$ cat src/rtl/serial_eq_neq_comparator.sv
// Bit-serial EQ/NEQ comparator: consumes WIDTH LSB-first bit-pairs and reports a select-steered result.
// Optional macro SERIAL_CMP_EARLY_EXIT_EN ends the compare on the first mismatching pair.
module serial_eq_neq_comparator #(
  parameter int unsigned WIDTH = 6
) (
  input  logic clk,
  input  logic rst_n,
  input  logic start,
  input  logic select,
  input  logic bit_valid,
  input  logic a_bit,
  input  logic b_bit,
  output logic busy,
  output logic done,
  output logic s
);

  localparam int unsigned CW = $clog2(WIDTH + 1);

  typedef enum logic [1:0] {IDLE, SHIFT, DONE} state_t;

  state_t        state;
  logic [CW-1:0] count;
  logic          mismatch;
  logic          sel_q;

  logic pair_mis_c;
  logic last_pair_c;

  assign pair_mis_c  = a_bit ^ b_bit;
  assign last_pair_c = (count == CW'(WIDTH - 1));

  // Control, datapath and registered outputs share one sequential block.
  always_ff @(posedge clk or negedge rst_n) begin
    if (!rst_n) begin
      state    <= IDLE;
      count    <= '0;
      mismatch <= 1'b0;
      sel_q    <= 1'b0;
      busy     <= 1'b0;
      done     <= 1'b0;
      s        <= 1'b0;
    end else begin
      done <= 1'b0;
      case (state)
        IDLE: begin
          // A pair presented alongside start is deliberately not counted.
          if (start) begin
            sel_q    <= select;
            mismatch <= 1'b0;
            count    <= '0;
            busy     <= 1'b1;
            state    <= SHIFT;
          end
        end
        SHIFT: begin
          if (bit_valid) begin
            mismatch <= mismatch | pair_mis_c;
            if (count != CW'(WIDTH)) begin
              count <= count + CW'(1);
            end
            if (last_pair_c) begin
              busy  <= 1'b0;
              state <= DONE;
            end
`ifdef SERIAL_CMP_EARLY_EXIT_EN
            else if (pair_mis_c) begin
              busy  <= 1'b0;
              state <= DONE;
            end
`endif
          end
        end
        DONE: begin
          done  <= 1'b1;
          s     <= sel_q ? mismatch : ~mismatch;
          state <= IDLE;
        end
        default: begin
          busy  <= 1'b0;
          state <= IDLE;
        end
      endcase
    end
  end

endmodule

$ cat config.mk
export PLATFORM = sky130hd
export DESIGN_NAME = serial_eq_neq_comparator
export DESIGN_NICKNAME = d
export VERILOG_FILES = /design/src/rtl/serial_eq_neq_comparator.sv
export SDC_FILE = /design/constraint.sdc
export NUM_CORES = 1
export LEC_CHECK = 0
export BUFFER_PORTS_ARGS = -buffer_cell sky130_fd_sc_hd__buf_2
export CORE_AREA = 2 2 39 41
export CTS_CLUSTER_DIAMETER = 30
export DETAILED_ROUTE_END_ITERATION = 7
export DIE_AREA = 0 0 41 43
export SYNTH_ARGS = -nofsm -noshare
export SYNTH_HDL_FRONTEND = slang
export SYNTH_SLANG_ARGS = --single-unit
$ cat constraint.sdc
create_clock -name clk -period 1.7 [get_ports clk]
set_input_delay 0.51 -clock clk [delete_from_list [all_inputs] [get_ports clk]]
set_output_delay 0.51 -clock clk [all_outputs]
set_load 0.01 [all_outputs]
==> results.md, run 1 <==
Final layout:
- Leaving out fill and tap cells, the most frequent cells in the layout are sky130_fd_sc_hd__dfrtp_1, sky130_fd_sc_hd__buf_2, sky130_fd_sc_hd__inv_1, sky130_fd_sc_hd__nor2_1.
- The synthesis-to-finish area growth is 16.2%.
- The sequential cells in the finished layout cover a total of 250 um^2.
- The ratio of cells with drive above 1 in the final layout is 0.290.
- The layout has 140 filler cells.
- The repair_antennas step left the layout with diodes totalling 0.
- The total number of nets in the final design is 73.
- In the final layout, the multi-input gates occupy 248 um^2.
- Leaving out fill and tap cells, the most frequent cell in the layout is sky130_fd_sc_hd__dfrtp_1.
- The final core utilization is 0.447.

Setup path:
- The critical path in this run is classified as reg -> reg.
- Grouping stages by cell kind, the critical path spends the most delay in simple AND/OR/NAND/NOR gates.
- STA classifies the critical path endpoint as a flip-flop.
- STA puts the critical path data arrival time at 1.56 ns.
- The number of buffers and inverters on the critical path is 1.
- The highest-delay cell along the critical path is sky130_fd_sc_hd__dfrtp_1.
- The largest single stage delay on the critical path is 0.42 ns.
- STA puts the critical path data required time at 1.90 ns.
- The signal on the critical path passes through inv_1, ha_1, nand2_2, nand3_2, or3_1, nand3_1.
- STA classifies the critical path startpoint as a flip-flop.
- The top fanout value on the critical path is 6.

STA:
- The share of the cycle needed by the critical path after routing is 0.797.
- The minimum clock period is 1.36 ns.
- The final count of pins violating max slew is 0.
- The total negative slack is 0 ns.
- The worst-case clock skew is roughly 0.00018 ns.
- Setup repair after global routing left no endpoint under its margin.
- At the pin with the least slew margin, the transition time is 0.398 ns.
- The final hold violation count is 0.
- The worst pin sits at a relative slew slack of 0.735.
- Setup violations remaining at the end of the flow were counted as 0.
- The achievable clock frequency is 738 MHz.

Global route:
- The number of global-route vias before repair is ~370.
- The overall track demand over capacity in global routing is 0.132.
- The number of antenna violations at the first check in global routing is 0.
- Entering global routing, the biggest net connects 13 pins.
- The wire length of the first global-routing pass is 1540 um.
- The overflow left after global routing is 0.

Floorplan:
- For this configuration, the core starts out at a cell density of 0.384.
- 10 I/O pins were placed.
- The die outline area is 1760 um^2.
- After floorplanning, the core was divided into 14 placement rows.
- The core area is 1380 um^2.
- The horizontal extent of the die is between 40 and 50 um.
- From bottom edge to top edge, the die measures approximately 43 um.

Placement:
- The weighted congestion reported at the end of routability-driven placement is 0.775.
- Buffers placed on the I/O ports in this run total 9.

Route:
- The routed layout has 397 vias.
- The total iterations of the first detailed-routing run is 4.
- Using the TritonRoute via totals, the vias-per-cell ratio works out to 5.09.
- The number of remaining DRC errors is 0.
- After detailed routing, the total wire length is 982 um.
- The residual antenna-violating net count after detailed routing is 0.
- The first routing iteration left 3 violations.
- The average routed wire per standard cell is 12.6 um.

Yosys:
- After synthesis, the netlist uses 23 different library cells.
- The number of nets handed over by synthesis was 61.
- Yosys printed 0 warnings.
- In the synthesized netlist, the number of instances is 51.
- The average instance in the mapped netlist occupies 10.4 um^2.
- The portion of the post-synthesis area used by sequential elements is 0.471.
- The synthesized netlist occupies a cell area of roughly 530 um^2.
- The number of storage elements in the synthesis netlist is 10.

CTS:
- The later-pin clock latency in the skew report is roughly 0.26 ns.
- Clock-pin slew was measured on the worst setup and hold paths at 0.07 ns.
- TritonCTS built the clock tree.
- Gates resized during post-CTS repair numbered 0.
- The clock passes through at most 2 buffers.
- The total setup buffers inserted after CTS is 0.
- In this run, post-CTS hold repair placed 0 buffers.
- For this design, the sink count on the clock tree is 10.
- CTS built an H-tree with a depth of 1.
- The number of buffers inserted during clock tree synthesis is 3.
- CTS placed an instance of sky130_fd_sc_hd__clkbuf_4 at the clock tree root.

Power and ir drop:
- The worst-case vdd ir drop is around 600 uV.
- The leakage dissipation is 0.297 nW.
- Power spread over the standard cell area amounts to 1510 nW/um^2.

Flow run:
- The number of maximum-capacitance violations is 0.

Worst hold path:
- The worst hold-check path type is in -> async.

Status:
- The run finished with clean final reports.
## cells by family after synthesis
| kind of cell | share of synthesized area |
|---|---|
| buf+inv | 0.0635 |
| compound gates | 0.155 |
| fa+ha+maj | 0.0706 |
| flops | 0.471 |
| mux | 0.0494 |
| simple gates | 0.158 |
| xor+xnor | 0.0329 |
## per-stage QoR
stage	hold WS [ns]	setup slack (ns)	total power [mW]	instance area (um^2)	std cells
after floorplan	0.214	0.463	0.655	532	51
after global placement	0.385	0.368	0.724	582	74
after detailed placement	0.386	0.353	0.727	582	74
after CTS	0.0972	0.337	0.948	618	78
after global routing	0.113	0.244	1.03	618	78
final	0.0960	0.345	0.935	618	78
## synth_stat cells, drive strengths merged
library cell | count | share of area
nand4 | 1 | 0.012
o21ai | 1 | 0.0094
inv | 5 | 0.035
or3 | 1 | 0.012
nand3 | 3 | 0.038
nor2 | 4 | 0.028
and2b | 1 | 0.019
o2bb2ai | 1 | 0.016
xnor2 | 2 | 0.033
o311ai | 1 | 0.016
ha | 3 | 0.071
o211ai | 2 | 0.028
buf | 2 | 0.028
o31ai | 3 | 0.042
dfrtp | 10 | 0.47
nand2b | 2 | 0.024
mux2 | 2 | 0.049
a31oi | 2 | 0.024
a21oi | 2 | 0.019
nand2 | 3 | 0.026
## final timing paths
| kind | startpoint | endpoint | slack, ns | cells after the start |
|---|---|---|---|---|
| worst max-delay path | count[0] | count[0] | 0.34 | 6 |
| worst min-delay path | rst_n | done | 0.1 | 1 |
| worst max register to register | count[0] | count[0] | 0.34 | 6 |
| worst min register to register | busy | busy | 0.52 | 1 |
| max in group asynchronous | rst_n | count[1] | 1.42 | 1 |
| min in group clk | select | sel_q | 0.48 | 2 |
## cell type report
class / instances / share of cell area
Sequential cell: 10 / 0.405
Clock buffer: 4 / 0.0587
Timing Repair Buffer: 9 / 0.0729
Tap cell: 16 / 0.0324
Inverter: 5 / 0.0304
Multi-Input combinational cell: 34 / 0.401
## routing by layer
metal	vias to the layer above	track usage	wire [um]
li1	200	-	-
met5	-	0	0
met1	190	0.180	512
met4	0	0.0800	10
met3	2	0.0314	30
met2	5	0.181	428
## flip-flops by register name, indices dropped and copies added (netlist names)
| register | count |
|---|---|
| s | 1 |
| count | 3 |
| state | 2 |
| sel_q | 1 |
| done | 1 |
| mismatch | 1 |
| busy | 1 |
## power breakdown
part,internal [mW],total [mW],switching [mW]
Clock,0.130,0.213,0.0834
Combinational,0.149,0.288,0.139
Sequential,0.323,0.433,0.110
(Power assumes the default switching activity.)
==> run 2, diff against run 1 <==
==> constraint.sdc (replaced) <==
create_clock -name clk -period 1.2 [get_ports clk]
set_input_delay 0.36 -clock clk [delete_from_list [all_inputs] [get_ports clk]]
set_output_delay 0.36 -clock clk [all_outputs]
set_load 0.01 [all_outputs]
==> results.md, run 2 (same netlist as run 1, synthesis figures left out) <==
Global route:
- The number of antenna violations at the first check in global routing is 0.
- The overflow left after global routing is 0.
- In the global route stage, overall resource usage came out at 0.141.
- The maximum number of pins on one net before global-route repair is 11.
- The number of global-route vias before repair came to 378.
- The wire length of the first global-routing pass is 1640 um.

Route:
- The detailed-route via count is 442.
- Once detail routing completed, the nets flagged for antenna violations numbered 0.
- For this block, the initial DRC count from the detailed router was 9.
- The via-per-instance ratio is between 5 and 6.
- The total iterations of the first detailed-routing run is 4.
- The average routed wire per standard cell is between 10 and 15 um.
- Wires add up to 1070 um.
- The number of remaining DRC errors is 0.

Placement:
- The number of buffers added on ports is 9.
- Before CTS, the worst setup slack after placement is about 0.004 ns.
- The half-perimeter wire length after detailed placement is a little under 800 um.
- The weighted congestion reported at the end of routability-driven placement is between 0.7 and 0.8.

CTS:
- The number of H-tree levels is 1.
- The longest clock path from root to sink contains 2 buffers.
- The clock tree root driver cell is sky130_fd_sc_hd__clkbuf_4.
- The CTS tree is yes.
- The later pin in the worst-skew pair is clocked with a latency of 0.26 ns.
- CTS saw 10 sinks.
- After clock tree synthesis, the clock-pin slew on the worst setup and hold paths is 0.06 ns.
- TritonCTS created 3 clock buffers.

Worst hold path:
- The tightest min-delay check is of the in -> reg type.

STA:
- The worst-case clock skew is 0.000300 ns.
- The share of the cycle needed by the critical path after routing is 1.02.
- The worst slew slack as a fraction of its limit is 0.854.
- The final hold violation count was 0.
- The worst path in the final design needs a cycle of 1.22 ns, including I/O delays and setup.
- The final count of pins violating max slew is 0.
- The final number of setup-violating endpoints is 1.
- Setup repair after global routing could not meet its margin everywhere.
- For the pin with the worst max-slew slack, the measured transition is around 0.22 ns.
- The achievable clock frequency is 818 MHz.
- Once routing completed, OpenROAD measured the worst setup slack at -0.0230 ns.

Final layout:
- The library cells used most frequently in the layout, excluding fill and tap cells, are sky130_fd_sc_hd__dfrtp_1, sky130_fd_sc_hd__buf_2, sky130_fd_sc_hd__buf_4, sky130_fd_sc_hd__inv_1.
- 0 antenna diodes ended up in the layout.
- The ratio of cells with drive above 1 in the final layout is 0.397.
- The total number of nets in the final design is 80.
- The register with the most flip-flops in the layout has 3 of them.
- After filler insertion, the fill cell instance count of the layout stands at 137.
- The final core utilization is 0.492.
- The synthesis-to-finish area growth is 28.0%.
- The largest registers in the layout are count (3), state (2).
- The most common cell after layout, fill and taps aside is sky130_fd_sc_hd__dfrtp_1.
- The register with the most flip-flops is count.

Floorplan:
- The horizontal extent of the die is 41 um.
- 10 I/O pins were placed.
- The initial core utilization is 0.384.
- The number of placement rows is 14.
- The floorplan step set the die height to 43 um.
- The floorplan step defined a die boundary enclosing 1760 um^2.
- The core region is 1380 um^2.

Setup path:
- By startpoint and endpoint, the worst setup path is classified as reg -> reg.
- The largest single stage delay on the critical path is 0.38 ns.
- STA classifies the critical path endpoint as a flip-flop.
- The highest-delay cell along the critical path is sky130_fd_sc_hd__dfrtp_1.
- STA classifies the critical path startpoint as a flip-flop.
- The data required time of the critical path is 1.35 ns.
- In this run the worst path has a maximum fanout of 4.
- At the worst endpoint, the arrival time is 1.37 ns.
- Traced cell by cell, the critical path runs through buf_4, inv_1, ha_1, nand3_1, a21oi_1, o2bb2ai_1.

Flow run:
- The number of maximum-capacitance violations is 0.

Power and ir drop:
- The analysis attributes to cell leakage a power of about 0.34 nW.
- The worst-case IR drop observed on VDD is approximately 960 uV.
- The areal power density over the cells is 2060 nW/um^2.
- The power after layout is 1.40 mW.

Status:
- The final reports fail on setup timing.
- The run finished, with violations left.
==> run 2: path summary, 6_finish.rpt <==
| kind | startpoint | end | slack, ns | depth (start not counted) |
|---|---|---|---|---|
| setup / recovery | count[1] | busy | -0.02 | 6 |
| hold / removal | select | sel_q | 0.33 | 2 |
| setup reg to reg | count[1] | busy | -0.02 | 6 |
| hold reg to reg | s | s | 0.51 | 1 |
| max in group asynchronous | rst_n | s | 0.53 | 2 |
| min in group asynchronous | rst_n | done | 0.48 | 2 |
==> run 2: what timing repair did <==
item / CTS / global route
resized for setup: 0 / 5
endpoints found under the hold margin: 10 / 0
pin swaps: 3 / 2
cloned: 0 / 0
endpoints found under the setup margin: 3 / 7
hold buffers: 1 / 0
buffers inserted: 0 / 2
==> run 2: per-stage QoR <==
stage                     hold slack, ns  setup TNS [ns]  std cells  cell area (um^2)
final                              0.332         -0.0230         84               681
after global routing               0.343          -0.440         84               681
after CTS                          0.335         -0.0158         82               647
after detailed placement           0.233               0         78               614
after global placement             0.238               0         78               614
after floorplan                   0.0644         -0.0231         51               534
==> run 2: power by group <==
group          internal (mW)  total (mW)  switching [mW]
registers              0.459       0.548          0.0892
clock network          0.116       0.223           0.107
logic                  0.322       0.632           0.310
==> run 2: final cells by class <==
type	count	area, um^2	area share
Clock buffer	3	22.5	0.0331
Multi-Input combinational cell	34	269	0.395
Sequential cell	10	250	0.368
Tap cell	16	20.0	0.0294
Timing Repair Buffer	16	100	0.147
Inverter	5	18.8	0.0276
==> run 2: worst max-delay path: cells and delay by family (launching register included) <==
family / cells / cell delay (ns)
fa+ha+maj: 1 / 0.13
simple gates: 1 / 0.15
buf+inv: 2 / 0.20
flops: 1 / 0.38
compound gates: 2 / 0.26
==> run 2: per-layer routing <==
metal  wire, um  vias to the layer above  GRT usage
met5          0                        -          0
met4         27                        0      0.100
met3         34                        4     0.0314
met2        528                       12      0.191
met1        478                      211      0.189
li1           -                      215          -
==> run 3, diff against run 2 <==
--- a/config.mk
+++ b/config.mk
@@ -6,10 +6,10 @@
 export NUM_CORES = 1
 export LEC_CHECK = 0
 export BUFFER_PORTS_ARGS = -buffer_cell sky130_fd_sc_hd__buf_2
-export CORE_AREA = 2 2 39 41
+export CORE_MARGIN = 2
+export CORE_UTILIZATION = 35
 export CTS_CLUSTER_DIAMETER = 30
 export DETAILED_ROUTE_END_ITERATION = 7
-export DIE_AREA = 0 0 41 43
 export SYNTH_ARGS = -nofsm -noshare
 export SYNTH_HDL_FRONTEND = slang
 export SYNTH_SLANG_ARGS = --single-unit
==> results.md, run 3 (same netlist as run 1, synthesis figures left out) <==
CTS:
- For this design, the sink count on the clock tree is 10.
- The number of buffers inserted during clock tree synthesis is 3.
- After clock tree synthesis, the clock-pin slew on the worst setup and hold paths is about 0.07 ns.
- The number of H-tree levels is 1.
- The CTS tree is yes.
- The tree is rooted in a sky130_fd_sc_hd__clkbuf_4.
- At the later pin of the worst-skew pair, clock insertion delay measures 0.27 ns.
- The longest clock path from root to sink contains 2 buffers.

Final layout:
- The total number of nets in the final design is between 80 and 90.
- The number of standard cells in the final layout excluding fillers is 86.
- The diode insertion count for antenna repair is 0.
- In the final layout, the registers with the most flip-flops are count (3), state (2).
- At the end of the flow the core is filled with cells to 0.470.
- The synthesis-to-finish area growth is 30.1%.
- Leaving out fill and tap cells, the most frequent cells in the layout are sky130_fd_sc_hd__dfrtp_1, sky130_fd_sc_hd__buf_2, sky130_fd_sc_hd__buf_4, sky130_fd_sc_hd__inv_1, sky130_fd_sc_hd__nor2_1.
- The register cell area after layout is 250 um^2.
- The total area of multi-input combinational cells is 259 um^2.
- The flip-flop count of the largest register, all copies and words added is 3.
- The filler cells instantiated in the layout total 152.
- In the final layout, the share of cells above drive strength 1 is 0.386.
- The library cell used most frequently in the layout, excluding fill and tap cells, is sky130_fd_sc_hd__dfrtp_1.
- The register with the most flip-flops is count.

STA:
- On the final layout, the worst hold slack is 0.326 ns.
- The achievable clock frequency is 821 MHz.
- Counting I/O delays and the setup requirement, the final critical path takes 1.22 ns.
- For the final database, setup skew stands at 0.000917 ns.
- The final count of pins violating max slew is 0.
- Setup slack on the critical path of the routed design comes to -0.0174 ns.
- Setup violations remaining at the end of the flow were counted as 2.
- The worst slew slack as a fraction of its limit is 0.855.
- At the pin with the least slew margin, the transition time is between 0.2 and 0.25 ns.
- The final hold violation count is 0.
- In the finished design, the share of the clock period the worst path needs comes to 1.01.
- Setup repair after global routing could not meet its margin everywhere.

Route:
- The average routed wire per standard cell is 11.9 um.
- The routed layout has 441 vias.
- The via-per-instance ratio is around 5.
- The number of violations reported at the end of detailed-routing iteration 0 is 6.
- The total iterations of the first detailed-routing run is 4.
- The residual antenna-violating net count after detailed routing is 0.
- The final layout contains routed wiring with a total length of 1020 um.
- For this run, design rule violations remaining after detail routing come to 0.

Floorplan:
- The floorplan step set the die height to 43.0 um.
- The initial core utilization is 0.361.
- The count of boundary I/O pins is 10.
- In this run the standard cell core region covers ~1500 um^2.
- The floorplan has 14 rows.
- The horizontal extent of the die is 43.0 um.
- The die outline area is 1850 um^2.

Setup path:
- The worst setup path is captured at a flip-flop.
- The launching point of the worst reg2reg path is count[1].
- In this run the worst path has a maximum fanout of 4.
- The setup slack of the worst register-to-register path is -0.02 ns.
- The data required time of the critical path is 1.35 ns.
- Counting cells, the worst reg-to-reg path comes to 5.
- The worst setup path is of the reg -> reg kind.
- The worst setup path is launched from a flip-flop.
- The worst flop-to-flop path endpoint is count[2].
- The endpoint arrival time on the critical path is 1.37 ns.

Worst hold path:
- The worst min-delay path startpoint is select.
- The path class of the tightest hold or removal check is in -> reg.
- The worst hold path was traced through 2 stages.
- The worst hold path terminates at sel_q.

Placement:
- The half-perimeter wire length after detailed placement is just under 800 um.
- The count of buffers added on input and output ports is 9.
- The pre-CTS worst setup slack is -0.0138 ns.
- The count of placed standard cells including taps is 80.
- Routability-driven placement finished with a final weighted congestion of 0.789.

Power and ir drop:
- The worst-case vdd ir drop is a little under 800 uV.
- The leakage dissipation is roughly 0.34 nW.
- The areal power density over the cells is 2170 nW/um^2.

Global route:
- The wire length of the first global-routing pass is 1750 um.
- Summed over all layers, the global routing overflow is 0.
- The number of antenna violations at the first check in global routing is 0.
- In the global route stage, overall resource usage came out at 0.132.
- The maximum number of pins on one net before global-route repair is 11.
- The number of global-route vias before repair is a little over 400.

Status:
- The flow ran to the end, but the final reports show violations.
- The checks that failed: setup timing.

Flow run:
- Across the run, the number of max-cap violations was 0.
[run 3: changes by cell type in the layout (fill, tap and decap cells not counted), sizes merged]
cell | before | now
buf | 15 | 16
clkbuf | 3 | 4
[run 3: per-layer routing]
metal  share of wire  track usage  wire, um
met4           0.041        0.109        42
met2            0.44        0.185       449
met5               0            0         0
met3           0.045       0.0255        46
met1            0.47        0.173       483
[run 3: stage by stage]
| step | TNS [ns] | area (um^2) | total power [mW] |
|---|---|---|---|
| 4_1_cts | -0.0468 | 676 | 1.48 |
| 3_5_place_dp | -0.0138 | 629 | 1.15 |
| 6_report | -0.0258 | 692 | 1.50 |
| 2_1_floorplan | -0.0231 | 534 | 0.932 |
| 3_3_place_gp | 0 | 629 | 1.13 |
| 5_1_grt | -0.516 | 692 | 1.64 |
[run 3: area by class of cell]
cell class / instances / area share
Tap cell: 16 / 0.0289
Multi-Input combinational cell: 34 / 0.374
Timing Repair Buffer: 17 / 0.156
Clock buffer: 4 / 0.0524
Sequential cell: 10 / 0.362
Inverter: 5 / 0.0271
[run 3: worst max-delay path by stage]
stage                         from        to  slack, ns
after floorplan           count[0]  count[0]      -0.01
after CTS                 count[0]  count[2]      -0.04
after detailed placement  count[0]  count[2]      -0.01
final                     count[1]  count[2]      -0.02
after global placement    count[1]      busy       0.02
after global routing      count[0]  count[2]      -0.15
[run 3: what timing repair did]
item	4_1_cts	5_1_grt
setup endpoints to repair	3	8
hold buffers	1	0
pin swaps	2	2
resized for setup	0	3
setup buffers	0	1
endpoints found under the hold margin	10	0
[run 3: worst max-delay path, cell delays in order (launching register included)]
cell and delay, ns:
sky130_fd_sc_hd__dfrtp_1 0.39, sky130_fd_sc_hd__ha_2 0.19, sky130_fd_sc_hd__nand2_4 0.07, sky130_fd_sc_hd__a31oi_1 0.08, sky130_fd_sc_hd__o31ai_1 0.26, sky130_fd_sc_hd__o31ai_1 0.11
[run 3: power breakdown]
| part | internal (mW) | leakage (nW) | switching [mW] |
|---|---|---|---|
| clock | 0.185 | 0.0210 | 0.130 |
| sequential | 0.458 | 0.122 | 0.0788 |
| combinational | 0.342 | 0.202 | 0.311 |
